<file path="config.mk">
export PLATFORM = sky130hd
export DESIGN_NAME = interleave_block_scheduler
export DESIGN_NICKNAME = d
export VERILOG_FILES = /design/src/rtl/interleave_block_scheduler.sv
export SDC_FILE = /design/constraint.sdc
export NUM_CORES = 1
export LEC_CHECK = 0
export BUFFER_PORTS_ARGS = -buffer_cell sky130_fd_sc_hd__buf_2
export CAP_MARGIN = 20
export CORE_MARGIN = 4
export CORE_UTILIZATION = 44
export CTS_CLUSTER_SIZE = 10
export DETAILED_ROUTE_END_ITERATION = 8
export PLACE_DENSITY = 0.8
export SETUP_SLACK_MARGIN = 0.3
export SYNTH_ARGS = -nofsm -noshare
export SYNTH_HDL_FRONTEND = slang
export SYNTH_SLANG_ARGS = --single-unit
</file>
<file path="constraint.sdc">
create_clock -name clk -period 2.2 [get_ports clk]
set_clock_uncertainty 0.1 [all_clocks]
set_input_delay 0 -clock clk [delete_from_list [all_inputs] [get_ports clk]]
set_output_delay 0 -clock clk [all_outputs]
set_load 0.01 [all_outputs]
</file>
<file path="src/rtl/interleave_block_scheduler.sv">
// Round-robin block scheduler: one requester owns the vector interleaver for a full
// IIR*N-sample block. Define INTERLEAVE_SCHED_PAD_TIMEOUT_EN to zero-pad stalled blocks.
module interleave_block_scheduler #(
  parameter int BITS    = 8,
  parameter int IIR     = 3,
  parameter int N       = 10,
  parameter int V       = 2,
  parameter int R       = 4,
  parameter int TIMEOUT = 16
) (
  input  logic                 clk,
  input  logic                 reset,
  input  logic [R-1:0]         req_valid,
  input  logic [BITS-1:0]      req_data [R][V],
  output logic [R-1:0]         req_ready,
  output logic                 ilv_in_valid,
  output logic [BITS-1:0]      ilv_data [V],
  output logic [$clog2(R)-1:0] grant_id,
  output logic                 busy,
  output logic                 block_done,
  output logic                 pad_active
);
  localparam int L  = IIR * N;
  localparam int GW = $clog2(R);
  localparam int CW = (L > 1) ? $clog2(L) : 1;

`ifdef INTERLEAVE_SCHED_PAD_TIMEOUT_EN
  localparam int SW = $clog2(TIMEOUT + 1);
  typedef enum logic [1:0] {IDLE, PASS, PAD} state_t;
`else
  typedef enum logic [1:0] {IDLE, PASS} state_t;
`endif

  if (R < 2 || TIMEOUT < 1) begin : g_bad_params
    $error("interleave_block_scheduler: needs R >= 2 and TIMEOUT >= 1");
  end

  state_t          r_state, w_next_state;
  logic [GW-1:0]   r_grant, r_last_grant, w_winner, w_idx;
  logic [CW-1:0]   r_count;
  logic            r_ilv_valid, r_busy, r_block_done;
  logic [BITS-1:0] r_ilv_data [V];
  logic            w_accept, w_last, w_found, w_any_req;
`ifdef INTERLEAVE_SCHED_PAD_TIMEOUT_EN
  logic [SW-1:0]   r_stall;
  logic            r_pad_active;
`endif

  always_comb begin
    w_next_state = r_state;
    w_accept     = 1'b0;
    w_last       = 1'b0;
    w_any_req    = |req_valid;
    w_winner     = r_last_grant;
    w_found      = 1'b0;
    w_idx        = '0;
    // Search starts one past the previous owner, wrapping modulo R.
    for (int k = 1; k <= R; k++) begin
      w_idx = GW'((int'(r_last_grant) + k) % R);
      if (!w_found && req_valid[w_idx]) begin
        w_winner = w_idx;
        w_found  = 1'b1;
      end
    end
    case (r_state)
      IDLE: if (w_any_req) w_next_state = PASS;
      PASS: begin
        w_accept = req_valid[r_grant];
        if (w_accept && r_count == CW'(L - 1)) begin
          w_last       = 1'b1;
          w_next_state = IDLE;
        end
`ifdef INTERLEAVE_SCHED_PAD_TIMEOUT_EN
        else if (!w_accept && r_stall == SW'(TIMEOUT - 1)) begin
          w_next_state = PAD;
        end
`endif
      end
`ifdef INTERLEAVE_SCHED_PAD_TIMEOUT_EN
      PAD: if (r_count == CW'(L - 1)) begin
        w_last       = 1'b1;
        w_next_state = IDLE;
      end
`endif
      default: w_next_state = IDLE;
    endcase
  end

  genvar gi;
  generate
    for (gi = 0; gi < R; gi++) begin : g_ready
      assign req_ready[gi] = (r_state == PASS) && (r_grant == GW'(gi));
    end
  endgenerate

  always_ff @(posedge clk) begin
    if (reset) begin
      r_state      <= IDLE;
      r_grant      <= '0;
      r_last_grant <= GW'(R - 1);
      r_count      <= '0;
      r_ilv_valid  <= 1'b0;
      r_busy       <= 1'b0;
      r_block_done <= 1'b0;
      for (int v = 0; v < V; v++) r_ilv_data[v] <= '0;
    end else begin
      r_state      <= w_next_state;
      r_ilv_valid  <= 1'b0;
      r_block_done <= w_last;
      case (r_state)
        IDLE: begin
          r_busy <= w_any_req;
          if (w_any_req) begin
            r_grant      <= w_winner;
            r_last_grant <= w_winner;
            r_count      <= '0;
          end
        end
        PASS: begin
          r_busy <= 1'b1;
          if (w_accept) begin
            r_ilv_valid <= 1'b1;
            for (int v = 0; v < V; v++) r_ilv_data[v] <= req_data[r_grant][v];
            r_count <= w_last ? '0 : r_count + CW'(1);
          end
        end
`ifdef INTERLEAVE_SCHED_PAD_TIMEOUT_EN
        PAD: begin
          r_busy      <= 1'b1;
          r_ilv_valid <= 1'b1;
          for (int v = 0; v < V; v++) r_ilv_data[v] <= '0;
          r_count <= w_last ? '0 : r_count + CW'(1);
        end
`endif
        default: r_busy <= 1'b0;
      endcase
    end
  end

`ifdef INTERLEAVE_SCHED_PAD_TIMEOUT_EN
  // Stall count only runs while the owner is idle in PASS; any acceptance clears it.
  always_ff @(posedge clk) begin
    if (reset) begin
      r_stall      <= '0;
      r_pad_active <= 1'b0;
    end else begin
      r_pad_active <= (r_state == PAD);
      if (r_state != PASS || w_accept) r_stall <= '0;
      else                             r_stall <= r_stall + SW'(1);
    end
  end
  assign pad_active = r_pad_active;
`else
  assign pad_active = 1'b0;
`endif

  assign ilv_in_valid = r_ilv_valid;
  assign ilv_data     = r_ilv_data;
  assign grant_id     = r_grant;
  assign busy         = r_busy;
  assign block_done   = r_block_done;
endmodule

</file>
## After elaboration in Yosys (flattened, before gate mapping)

Cells that the tools add are included.

| storage, ports and cells | value |
|---|---|
| logic and storage cells | 82 |
| bits of input ports | 70 |
| bits in registers | 30 |

| cells by class | value |
|---|---|
| reductions and logical operators | 20 |
| equal/unequal tests | 8 |
| bitwise operators | 2 |
| $add $sub $neg | 5 |
| muxes and demuxes | 32 |
| $lt $le $gt $ge | 6 |

Operators by type and width:

| operator | number |
|---|---|
| 16-bit binary-select mux with 2-bit select | 1 |
| 16-bit 2-to-1 mux | 2 |
| 2-bit by 3-bit < comparator with 1-bit output, second input constant | 5 |
| 5-bit 2-to-1 mux | 3 |
| 1-bit 2-to-1 mux | 12 |
| 2-bit 2-to-1 mux | 6 |
| 1-bit binary-select mux with 2-bit select | 5 |
| 5-bit one-hot mux with 2 select lines | 1 |
| 1-bit logical AND | 8 |
| 2-bit inequality test, second input constant | 3 |
| 2-bit AND reduction | 3 |
| 5-bit by 1-bit adder with 5-bit output, second input constant | 1 |
| 5-bit equality test, second input constant | 1 |
| 2-bit by 1-bit adder with 2-bit output, second input constant | 2 |
| 2-bit adder, second input constant | 2 |
| 2-bit by 1-bit equality test with 1-bit output, second input constant | 2 |
| 2-bit equality test, second input constant | 2 |
| 2-bit logical NOT | 2 |
| 2-bit one-hot mux with 2 select lines | 1 |
| 4-bit OR reduction | 1 |
| 3-bit >= comparator, second input constant | 1 |
| 1-bit logical NOT | 3 |
| 2-bit NOT with 3-bit output | 1 |
| 3-bit AND reduction | 1 |
| other kinds (4) | 4 |

## Depth between registers and ports, before layout

Gate-level depths: netlist of run 1.

| depth | value |
|---|---|
| depth after elaboration | 13 |
| mapped depth | 7 |
| depth with buffers taken out | 7 |

## Worst setup path before layout of run 1

Ideal clock, no wire load.

| path | value |
|---|---|
| path type | reg2reg |
| from | reg r_grant[0] (netlist: grant_id[0]) |
| to | reg r_ilv_data (netlist bit ilv_data[3]) |
| path buffers | 2 |
| stages on the path, launching flop included | 7 |
| required time | 1968 ps |
| arrival | 1562 ps |
| slack | 405 ps |
| clock period less this slack | 1795 ps |
| library setup time | 132 ps |
| cells stage by stage | dfxtp_1 mux4_2 and2_1 buf_4 buf_6 nand2_1 a21oi_1 |

| on the way | value |
|---|---|
| word-level cells in the longest chain between the ends | 4 |

RTL lines:

| item | RTL line | source |
|---|---|---|
| from (decl) | 39 | `logic [GW-1:0] r_grant, r_last_grant, w_winner, w_idx;` |
| from (signal assigned) | 114 | `r_grant <= w_winner;` |
| 1-bit binary-select mux with 2-bit select / 2-bit NOT with 3-bit output (equally long branches) | 68, 123 |  |
| 1-bit 2-to-1 mux (implied by the code) / 16-bit binary-select mux with 2-bit select (equally long branches) | 68, 123 |  |
| 1-bit 2-to-1 mux / 16-bit 2-to-1 mux (equally long branches) | 65, 123 |  |
| 2-bit AND reduction (no line) / 16-bit 2-to-1 mux (equally long branches) | n/a |  |
| to (decl) | 42 | `logic [BITS-1:0] r_ilv_data [V];` |

Several ways; a longest one is shown, not always the timed one. The select of a mux whose other input is x is not followed.
A chain may end at the register's enable or synchronous reset.

## Worst setup path in the final report of run 1

| path | value |
|---|---|
| from | reg r_grant[0] (netlist: grant_id[0]) |
| to | reg r_count[4] |

| on the way | value |
|---|---|
| word-level cells in the longest chain between the ends | 8 |

RTL lines:

| item | RTL line | source |
|---|---|---|
| 1-bit binary-select mux with 2-bit select (*) | 68 | `w_accept = req_valid[r_grant];` |
| 1-bit 2-to-1 mux (implied by the code) (*) | 68 |  |
| 1-bit logical AND | 69 | `if (w_accept && r_count == CW'(L - 1)) begin` |
| 1-bit 2-to-1 mux | 69 |  |
| 1-bit 2-to-1 mux | 65 | `case (r_state)` |
| 5-bit 2-to-1 mux | 124 | `r_count <= w_last ? '0 : r_count + CW'(1);` |
| 5-bit 2-to-1 mux | 121 | `if (w_accept) begin` |
| 5-bit one-hot mux with 2 select lines | 110 | `case (r_state)` |
| to (signal assigned) | 124 |  |
| to (decl) | 40 | `logic [CW-1:0] r_count;` |

Mark *: on every way between the ends. The rest lies on a longest branch, timed or not. The select of a mux whose other input is x is not followed.

==> impl_results.md, run 1 <==
* Total negative slack at 0 ns
* Worst Hold Class: in2reg
* Worst ir drop on vdd at 0.000419 V
* Final WL at 4.34 mm
* First-pass GRT wire length at 6.91 mm
* Hold buffers post-CTS at 0
* Clock sinks at 29
* Cts bufs inserted at 5
* Remaining antenna violation count at 0
* DR DRC count at 0
* Netlist cell types at 36
* Status: completed
* YS warnings at 0
* Fin worst setup slack at 0.394 ns
* Bufs on Longest Clock Path at 2
* First DRT Iteration DRCs at 86
* Tot Pwr at 1390 uW
* Slew @ Worst Pin at 0.556 ns
* Multi-input logic area at 0.00102 mm2
* Layout Utilization at 0.610
* # IOs at 96
* IO Port Bufs at 94
* Leakage at 0.00101 uW
* Worst-skew pair later-pin latency at 0.27 ns
* Total number of vias at 1694
* Vias per cell at 5.28
* Setup crit end kind: flip-flop
* Die height at 70.1 um
* Largest net degree at the start of global routing at 30
* Layout cell share with drive strength beyond 1 at 0.458
* Synthesized area at 0.00170 mm2
* Hold_ws at 0.0781 ns
* Fmax at 554 MHz
* Tcrit/Tclk final at 0.821
* WL per Instance at 13.5 um
* Post-synth top area cell: dfxtp_1
* Fillers at 324
* Aggregate global-route resource usage at 0.173
* Number of synthesized register bits at 29
* Post-synth top area share at 0.342
* Die Width at 70.1 um
* Overflow after GRT at 0
* Starting Density at 0.460
* Clock root buffer: clkbuf_8
* Setup Buffers After CTS at 0
* MaxCap Viol Count at 0
* 1st-pass router iterations at 4
* CP Launch Type: flip-flop
* Power Density at 619 mW/mm2
* Gate Count Post-Synth at 184
* Slew margin rel. at 0.629
* Synth top area cells: dfxtp_1, mux4_2, nand2_1, a21oi_1, nor2_1
* Post_cts resized at 0
* H-tree Lvls at 2
* Die footprint at 0.00491 mm2
* Setup slack at placement at 0.392 ns
* Core Region at 0.00369 mm2
* Hpwl dp at 3.33 mm
* Diode count at 0
* Vias in the first global route at 1632
* Register area at 581 um2
* Crit path required time at 2.23 ns
* Tmin final at 1.81 ns
* Critical Path AT at 1.84 ns
* CTS tree: done
* Initial antenna violation count at 0
* Max Slew Vio Count at 0
* Crit path max fanout at 17
* Synth-to-Final Area Change at 32.5%
* Hold Fails Final Rpt at 0
* Syn nets at 256
* Final setup vio count at 0
* Final RePlAce weighted congestion at 0.796
* Worst Setup Path Type: reg2reg
* Syn avg cell area at 9.22 um2
* Site row count at 22
* Nets at 345
* RSZ-0062 raised after global routing: yes
* Post-synthesis sequential area ratio at 0.342
* Clk slew on worst S/H paths at 0.06 ns
==> where the power goes <==
part / total (uW) / leakage [uW] / switching [uW] / internal (uW)
logic: 374 / 0.000732 / 180 / 195
registers: 594 / 0.000238 / 30.0 / 564
clock network: 423 / 0.0000443 / 176 / 247
==> metal layers <==
metal / global-route usage / part of all wire
met1: 0.199 / 0.40
met2: 0.304 / 0.50
met3: 0.0460 / 0.084
met4: 0.0638 / 0.017
met5: 0 / 0
==> cells in the mapped netlist, drive strengths merged <==
master / count
inv: 3
a31oi: 5
and4: 1
or4: 2
nand4b: 1
and3b: 2
nor2b: 1
nand2b: 1
nor3b: 2
xnor2: 1
and3: 1
clkbuf: 5
nand2: 40
and2: 1
a211oi: 1
nand3: 3
o2111ai: 2
dfxtp: 29
buf: 10
o21ai: 3
o32a: 1
ha: 2
nor3: 8
a21oi: 23
nor2: 14
mux4: 17
conb: 1
and4bb: 1
nand4: 2
or3b: 1
==> metrics by stage <==
step,cell area [um2],instances
global route,2250,321
detailed placement,2160,314
finish,2250,321
CTS,2240,321
floorplan,1700,184
global placement,2160,314
==> cell usage in the layout, fill, tap and decap left out, drive strengths merged, types with 2 or more instances in the layout <==
cell     netlist  final
buf           10     97
nand2         40     40
dfxtp         29     29
a21oi         23     23
mux4          17     17
nor2          14     14
nor3           8      8
clkbuf         5      7
a31oi          5      5
inv            3      3
o21ai          3      3
nand3          3      3
and3b          2      2
nor3b          2      2
nand4          2      2
o2111ai        2      2
ha             2      2
or4            2      2
==> layout make-up <==
type | count | share of cell area
Inverter | 3 | 0.00501
Tap cell | 48 | 0.0267
Timing Repair Buffer | 97 | 0.219
Multi-Input combinational cell | 137 | 0.452
Clock buffer | 7 | 0.0384
Sequential cell | 29 | 0.258
==> path summary, 6_finish.rpt <==
| check | start | to | slack (ns) | cells past startpoint |
|---|---|---|---|---|
| max reg2reg | grant_id[0] | r_count[4] | 0.39 | 4 |
| min | req_valid[2] | busy | 0.08 | 4 |
| max | grant_id[0] | r_count[4] | 0.39 | 4 |
| min reg2reg | ilv_data[5] | ilv_data[5] | 0.35 | 2 |
==> worst max-delay path, stage by stage (launching register included) <==
cell and delay (ns):
dfxtp_1 0.35, mux4_2 0.58, and2_1 0.38, nand4_1 0.19, a21oi_1 0.07
==> flip-flops by register name, summed over array words and instances (netlist names) <==
register and count:
r_count 5, grant_id 2, r_state 1, ilv_data 16, r_last_grant 2, busy 1, ilv_in_valid 1, block_done 1
==> logic make-up after synthesis <==
group | Yosys count | synth area share
buf+inv | 18 | 0.0612
compound gates | 35 | 0.116
xor+xnor | 1 | 0.00516
fa+ha+maj | 2 | 0.0147
other cells | 1 | 0.00221
mux | 17 | 0.226
flops | 29 | 0.342
simple gates | 81 | 0.233
No activity file was read; power rests on OpenSTA's default activity.
==> inputs of run 2 (changes only) <==
- clock period: 2.2 -> 1.7 ns (I/O delays scaled with it)
==> run 2 against run 1 <==
  * Sequential share of layout area is 1.1 points lower
  * Power is 36% higher
  * Final area is 6.7% higher
  * Largest cell class unchanged
  * Cell count is 2.2% higher
  * Sequential power is 30% higher
  * Clock power is 31% higher
==> impl_results.md, run 2 (synthesis gave the netlist of run 1 again) <==
* Status: completed
* Seq pwr share at 0.407
* Switching Share at 0.309
* Met1 WL at 1.77 mm
* Tot Pwr at 1890 uW
* Aggregate global-route resource usage at 0.198
* Largest net degree at the start of global routing at 30
* Slowest cell on crit path: mux4_2
* MaxCap Viol Count at 0
* Nets at 351
* Crit path max fanout at 6
* Routed wl met2 at 2.59 mm
* Slew @ Worst Pin at 0.521 ns
* Clock root buffer: clkbuf_8
* Worst Setup Path Type: reg2reg
* Remaining antenna violation count at 0
* CP Cell Sequence: mux4_2, nand2_4, nor3_2, a31oi_1, nor2_1
* Diode count at 0
* Hold Fails Final Rpt at 0
* Hpwl dp at 3.47 mm
* Commonest cells after routing, fill and taps aside: buf_2, nand2_1, dfxtp_1
* RSZ-0062 raised after global routing: yes
* Clk slew on worst S/H paths at 0.07 ns
* DR DRC count at 0
* Hold_ws at 0.0700 ns
* Sw power at 585 uW
* Initial antenna violation count at 0
* H-tree Lvls at 2
* CP Launch Type: flip-flop
* CTS tree: done
* Vias in the first global route at 1779
* Largest register FFs at 16
* Tcrit/Tclk final at 0.972
* Hold path depth at 2
* Final RePlAce weighted congestion at 0.836
* Met3 wire length at 392 um
* Synth-to-Final Area Change at 41.4%
* Die height at 70.1 um
* 1st-pass router iterations at 4
* Register area at 593 um2
* Setup crit end kind: flip-flop
* Design Area, Final at 0.00240 mm2
* Multi-input logic area at 0.00110 mm2
* # IOs at 96
* Hold buffers post-CTS at 0
* Worst Hold Class: in2reg
* Clock sinks at 29
* Worst-skew pair later-pin latency at 0.28 ns
* First DRT Iteration DRCs at 67
* Overflow after GRT at 0
* First-pass GRT wire length at 7.83 mm
* WL per Instance at 14.7 um
* Cts bufs inserted at 5
* R2R depth at 5
* Worst ir drop on vdd at 0.000649 V
* Die footprint at 0.00491 mm2
* Setup slack at placement at 0.0482 ns
* Fillers at 314
* Layout cell share with drive strength beyond 1 at 0.564
* Leakage at 0.00107 uW
* Internal at 1310 uW
* Fin worst setup slack at 0.0473 ns
* Final WL at 4.83 mm
* Slew margin rel. at 0.653
* Fmax at 605 MHz
* Bufs on Longest Clock Path at 2
* IO Port Bufs at 94
* Final setup vio count at 0
* Vias per cell at 5.52
* Comb pwr share at 0.300
* Die Width at 70.1 um
* Site row count at 22
* Starting Density at 0.460
* Total number of vias at 1809
* Tmin final at 1.65 ns
* Core Region at 0.00369 mm2
* Top routing layer used: met4
* DP Area at 0.00219 mm2
* Commonest non-fill, non-tap cell in the layout: buf_2
* Clock network power share at 0.293
* Worst path max stage delay at 0.59 ns
* Max Slew Vio Count at 0
* Crit path required time at 1.74 ns
* Power Density at 789 mW/mm2
* Critical Path AT at 1.69 ns
-- run 2: changes by cell type in the layout (fill, tap and decap cells not counted), moves of 3 or more --
| cell | before | now |
|---|---|---|
| dfxtp_1 | 29 | 25 |
| dfxtp_4 | 0 | 3 |
| buf_6 | 0 | 5 |
| nand2_1 | 39 | 26 |
| nand2_2 | 0 | 14 |
-- run 2: what timing repair did --
action	4_1_cts	5_1_grt
buffers inserted	2	0
resized for setup	13	17
pin swaps	5	16
endpoints found under the setup margin	31	29
cloned	1	0
-- run 2: worst max-delay path: cells and delay by family (launching register included) --
kind               cells  cell delay [ns]
muxes                  1             0.59
AOI/OAI and AO/OA      1             0.18
DFF                    1             0.35
and+or+nand+nor        3             0.29
-- run 2: path summary, 6_finish.rpt --
kind                                   start            to  slack [ns]
worst min register to register  ilv_data[13]  ilv_data[13]        0.35
worst min-delay path                   reset          busy        0.07
worst max register to register   grant_id[0]    r_count[0]        0.05
worst max-delay path             grant_id[0]    r_count[0]        0.05
-- run 2: through the flow --
stage | cells | TNS, ns | utilization
after global placement | 317 | 0 | 0.595
after global routing | 328 | -0.00145 | 0.650
after floorplan | 184 | 0 | -
after detailed placement | 317 | 0 | 0.595
final | 328 | 0 | 0.650
after CTS | 328 | 0 | 0.635
-- run 2: power groups by stage --
stage	sequential [uW]	combinational, uW	clock [uW]
3_3_place_gp	780	496	0
4_1_cts	768	541	557
5_1_grt	777	620	601
6_report	770	567	554
2_1_floorplan	795	325	0
3_5_place_dp	782	509	0
-- run 2: area by class of cell --
class	count	share of cell area
clock inverters	3	0.00730
flip-flops and latches	29	0.247
inverters	3	0.00469
well taps	48	0.0250
clock buffers	5	0.0287
repair buffers	102	0.229
multi-input cells	138	0.458
-- run 2: layer usage --
metal / track usage / vias up
met3: 0.0604 / 6
met1: 0.221 / 853
met4: 0.0638 / 0
met2: 0.358 / 87
met5: 0 / -
li1: - / 863
==> inputs of run 3 (changes only) <==
- ABC_AREA: not set -> 1
==> run 3 against run 2 <==
  * Register-to-register slack gained 0.06 ns
  * Area after synthesis shrank 0.15%
  * Critical path depth grew 3
  * Non-clock buffer count grew 42
  * Critical endpoint is now r_count[2]
==> impl_results.md, run 3 <==
* Worst-skew pair later-pin latency at 0.30 ns
* Vias in the first global route at 2398
* 1st-pass router iterations at 6
* Overflow after GRT at 0
* Hold Fails Final Rpt at 0
* Status: completed
* RSZ-0062 raised after global routing: yes
* Core Region at 0.00369 mm2
* Commonest non-fill, non-tap cell in the layout: buf_2
* Critical Path AT at 1.70 ns
* Switching Share at 0.385
* Leakage at 0.00148 uW
* Clock network power share at 0.262
* Hpwl dp at 3.97 mm
* First-pass GRT wire length at 11.2 mm
* Post-synth top area share at 0.343
* Slew @ Worst Pin at 0.540 ns
* Nets at 460
* Clk slew on worst S/H paths at 0.07 ns
* CP Launch Type: flip-flop
* IO Port Bufs at 94
* Fin worst setup slack at 0.107 ns
* Number of synthesized register bits at 29
* Setup slack at placement at 0.0344 ns
* Post-synth EDFFs at 0
* Worst ir drop on vdd at 0.000592 V
* Crit path required time at 1.81 ns
* Most common library cells after synthesis: nand2_1, a21oi_1, dfxtp_1
* Tmin final at 1.59 ns
* Die height at 70.1 um
* Final WL at 8.85 mm
* Final RePlAce weighted congestion at 0.852
* Synth top area cells: dfxtp_1, nand2_1, a21oi_1, a221oi_1, o21ai_1
* Worst Hold Class: in2reg
* Crit path max fanout at 5
* Diode count at 0
* Bufs on Longest Clock Path at 2
* H-tree Lvls at 2
* Aggregate global-route resource usage at 0.284
* First DRT Iteration DRCs at 287
* Layout cell share with drive strength beyond 1 at 0.458
* Site row count at 22
* Most instantiated library cell after synthesis: nand2_1
* Syn nets at 323
* # IOs at 96
* Vias per cell at 6.14
* Slew margin rel. at 0.640
* Syn avg cell area at 6.75 um2
* DP Area at 0.00218 mm2
* Internal at 1800 uW
* Gate Count Post-Synth at 251
* Remaining antenna violation count at 0
* Synthesized area at 0.00169 mm2
* Commonest cells after routing, fill and taps aside: buf_2, nand2_1, a21oi_1
* Hold_ws at 0.101 ns
* Sw power at 1130 uW
* Max Slew Vio Count at 0
* Total number of vias at 2685
* Final setup vio count at 0
* Design Area, Final at 0.00309 mm2
* Post-synthesis sequential area ratio at 0.343
* Total negative slack at 0 ns
* Commonest register cell after synthesis: dfxtp_1
* WL per Instance at 20.2 um
* YS warnings at 0
* MaxCap Viol Count at 0
* Netlist cell types at 26
* Fmax at 628 MHz
* Setup crit end kind: flip-flop
* CTS tree: done
* Comb pwr share at 0.444
* Die footprint at 0.00491 mm2
* Clock root buffer: clkbuf_8
* DR DRC count at 0
* Largest register FFs at 16
* Worst Setup Path Type: reg2reg
* Synth-to-Final Area Change at 82.6%
* Tcrit/Tclk final at 0.937
* Seq pwr share at 0.294
* Power Density at 946 mW/mm2
* Clock sinks at 29
* Initial antenna violation count at 0
* Starting Density at 0.459
* Post-synth top area cell: dfxtp_1
* Cts bufs inserted at 5
* Die Width at 70.1 um
* FFs w/ async S/R, synth at 0
* Largest net degree at the start of global routing at 20
-- run 3: cell type report --
| cell class | instances | area (um2) |
|---|---|---|
| flip-flops and latches | 29 | 596 |
| clock buffers | 7 | 86.3 |
| repair inverters | 1 | 6.26 |
| repair buffers | 144 | 977 |
| well taps | 48 | 60.1 |
| multi-input cells | 190 | 1250 |
| inverters | 17 | 85.1 |
| fillers | 203 | 596 |
| clock inverters | 1 | 30.0 |
-- run 3: metal layers --
layer	share of wire	routed length, um	vias to the layer above	track usage
met3	0.11	937	76	0.0878
met1	0.35	3110	1228	0.314
li1	-	-	1142	-
met2	0.47	4180	239	0.481
met5	0	0	-	0
met4	0.070	619	0	0.153
-- run 3: final timing paths --
check | from | endpoint | slack (ns) | cells past startpoint
worst max-delay path | grant_id[1] | r_count[2] | 0.11 | 8
worst min-delay path | req_data[63] | ilv_data[15] | 0.10 | 5
worst max register to register | grant_id[1] | r_count[2] | 0.11 | 8
worst min register to register | r_count[1] | r_count[1] | 0.40 | 2
-- run 3: metrics by stage --
stage               total power [uW]  cells   util
floorplan                       1390    251      -
global placement                1640    384  0.592
detailed placement              1660    384  0.592
CTS                             2650    433  0.789
global route                    3030    437  0.839
finish                          2930    437  0.839
-- run 3: what timing repair did --
item,4_1_cts,5_1_grt
gates resized for setup,54,27
setup endpoints to repair,26,30
pin swaps,24,18
setup buffers,6,4
hold buffers,34,0
cloned,1,0
hold endpoints to repair,24,0
-- run 3: cells by family (layout without fill, tap and decap cells) --
family,count (synthesis),in the layout,synth area share
compound gates,81,81,0.278
xor+xnor,2,2,0.0103
fa+ha+maj,2,2,0.0148
buf+inv,32,170,0.0923
flops,29,29,0.343
other cells,1,1,0.00221
simple gates,104,104,0.260
-- run 3: critical path, stage by stage (launching register included) --
cell and delay (ns):
dfxtp_4 0.37, buf_8 0.12, nand3_1 0.07, nand4_1 0.16
nand2_4 0.20, nand2_4 0.09, inv_4 0.09, o211ai_1 0.10
nor2_1 0.20
-- run 3: power by group through the flow --
stage	Sequential [uW]	Combinational, uW	Clock, uW
2_1_floorplan	860	528	0
3_3_place_gp	848	795	0
3_5_place_dp	847	809	0
4_1_cts	841	1060	745
5_1_grt	865	1370	788
6_report	861	1300	766
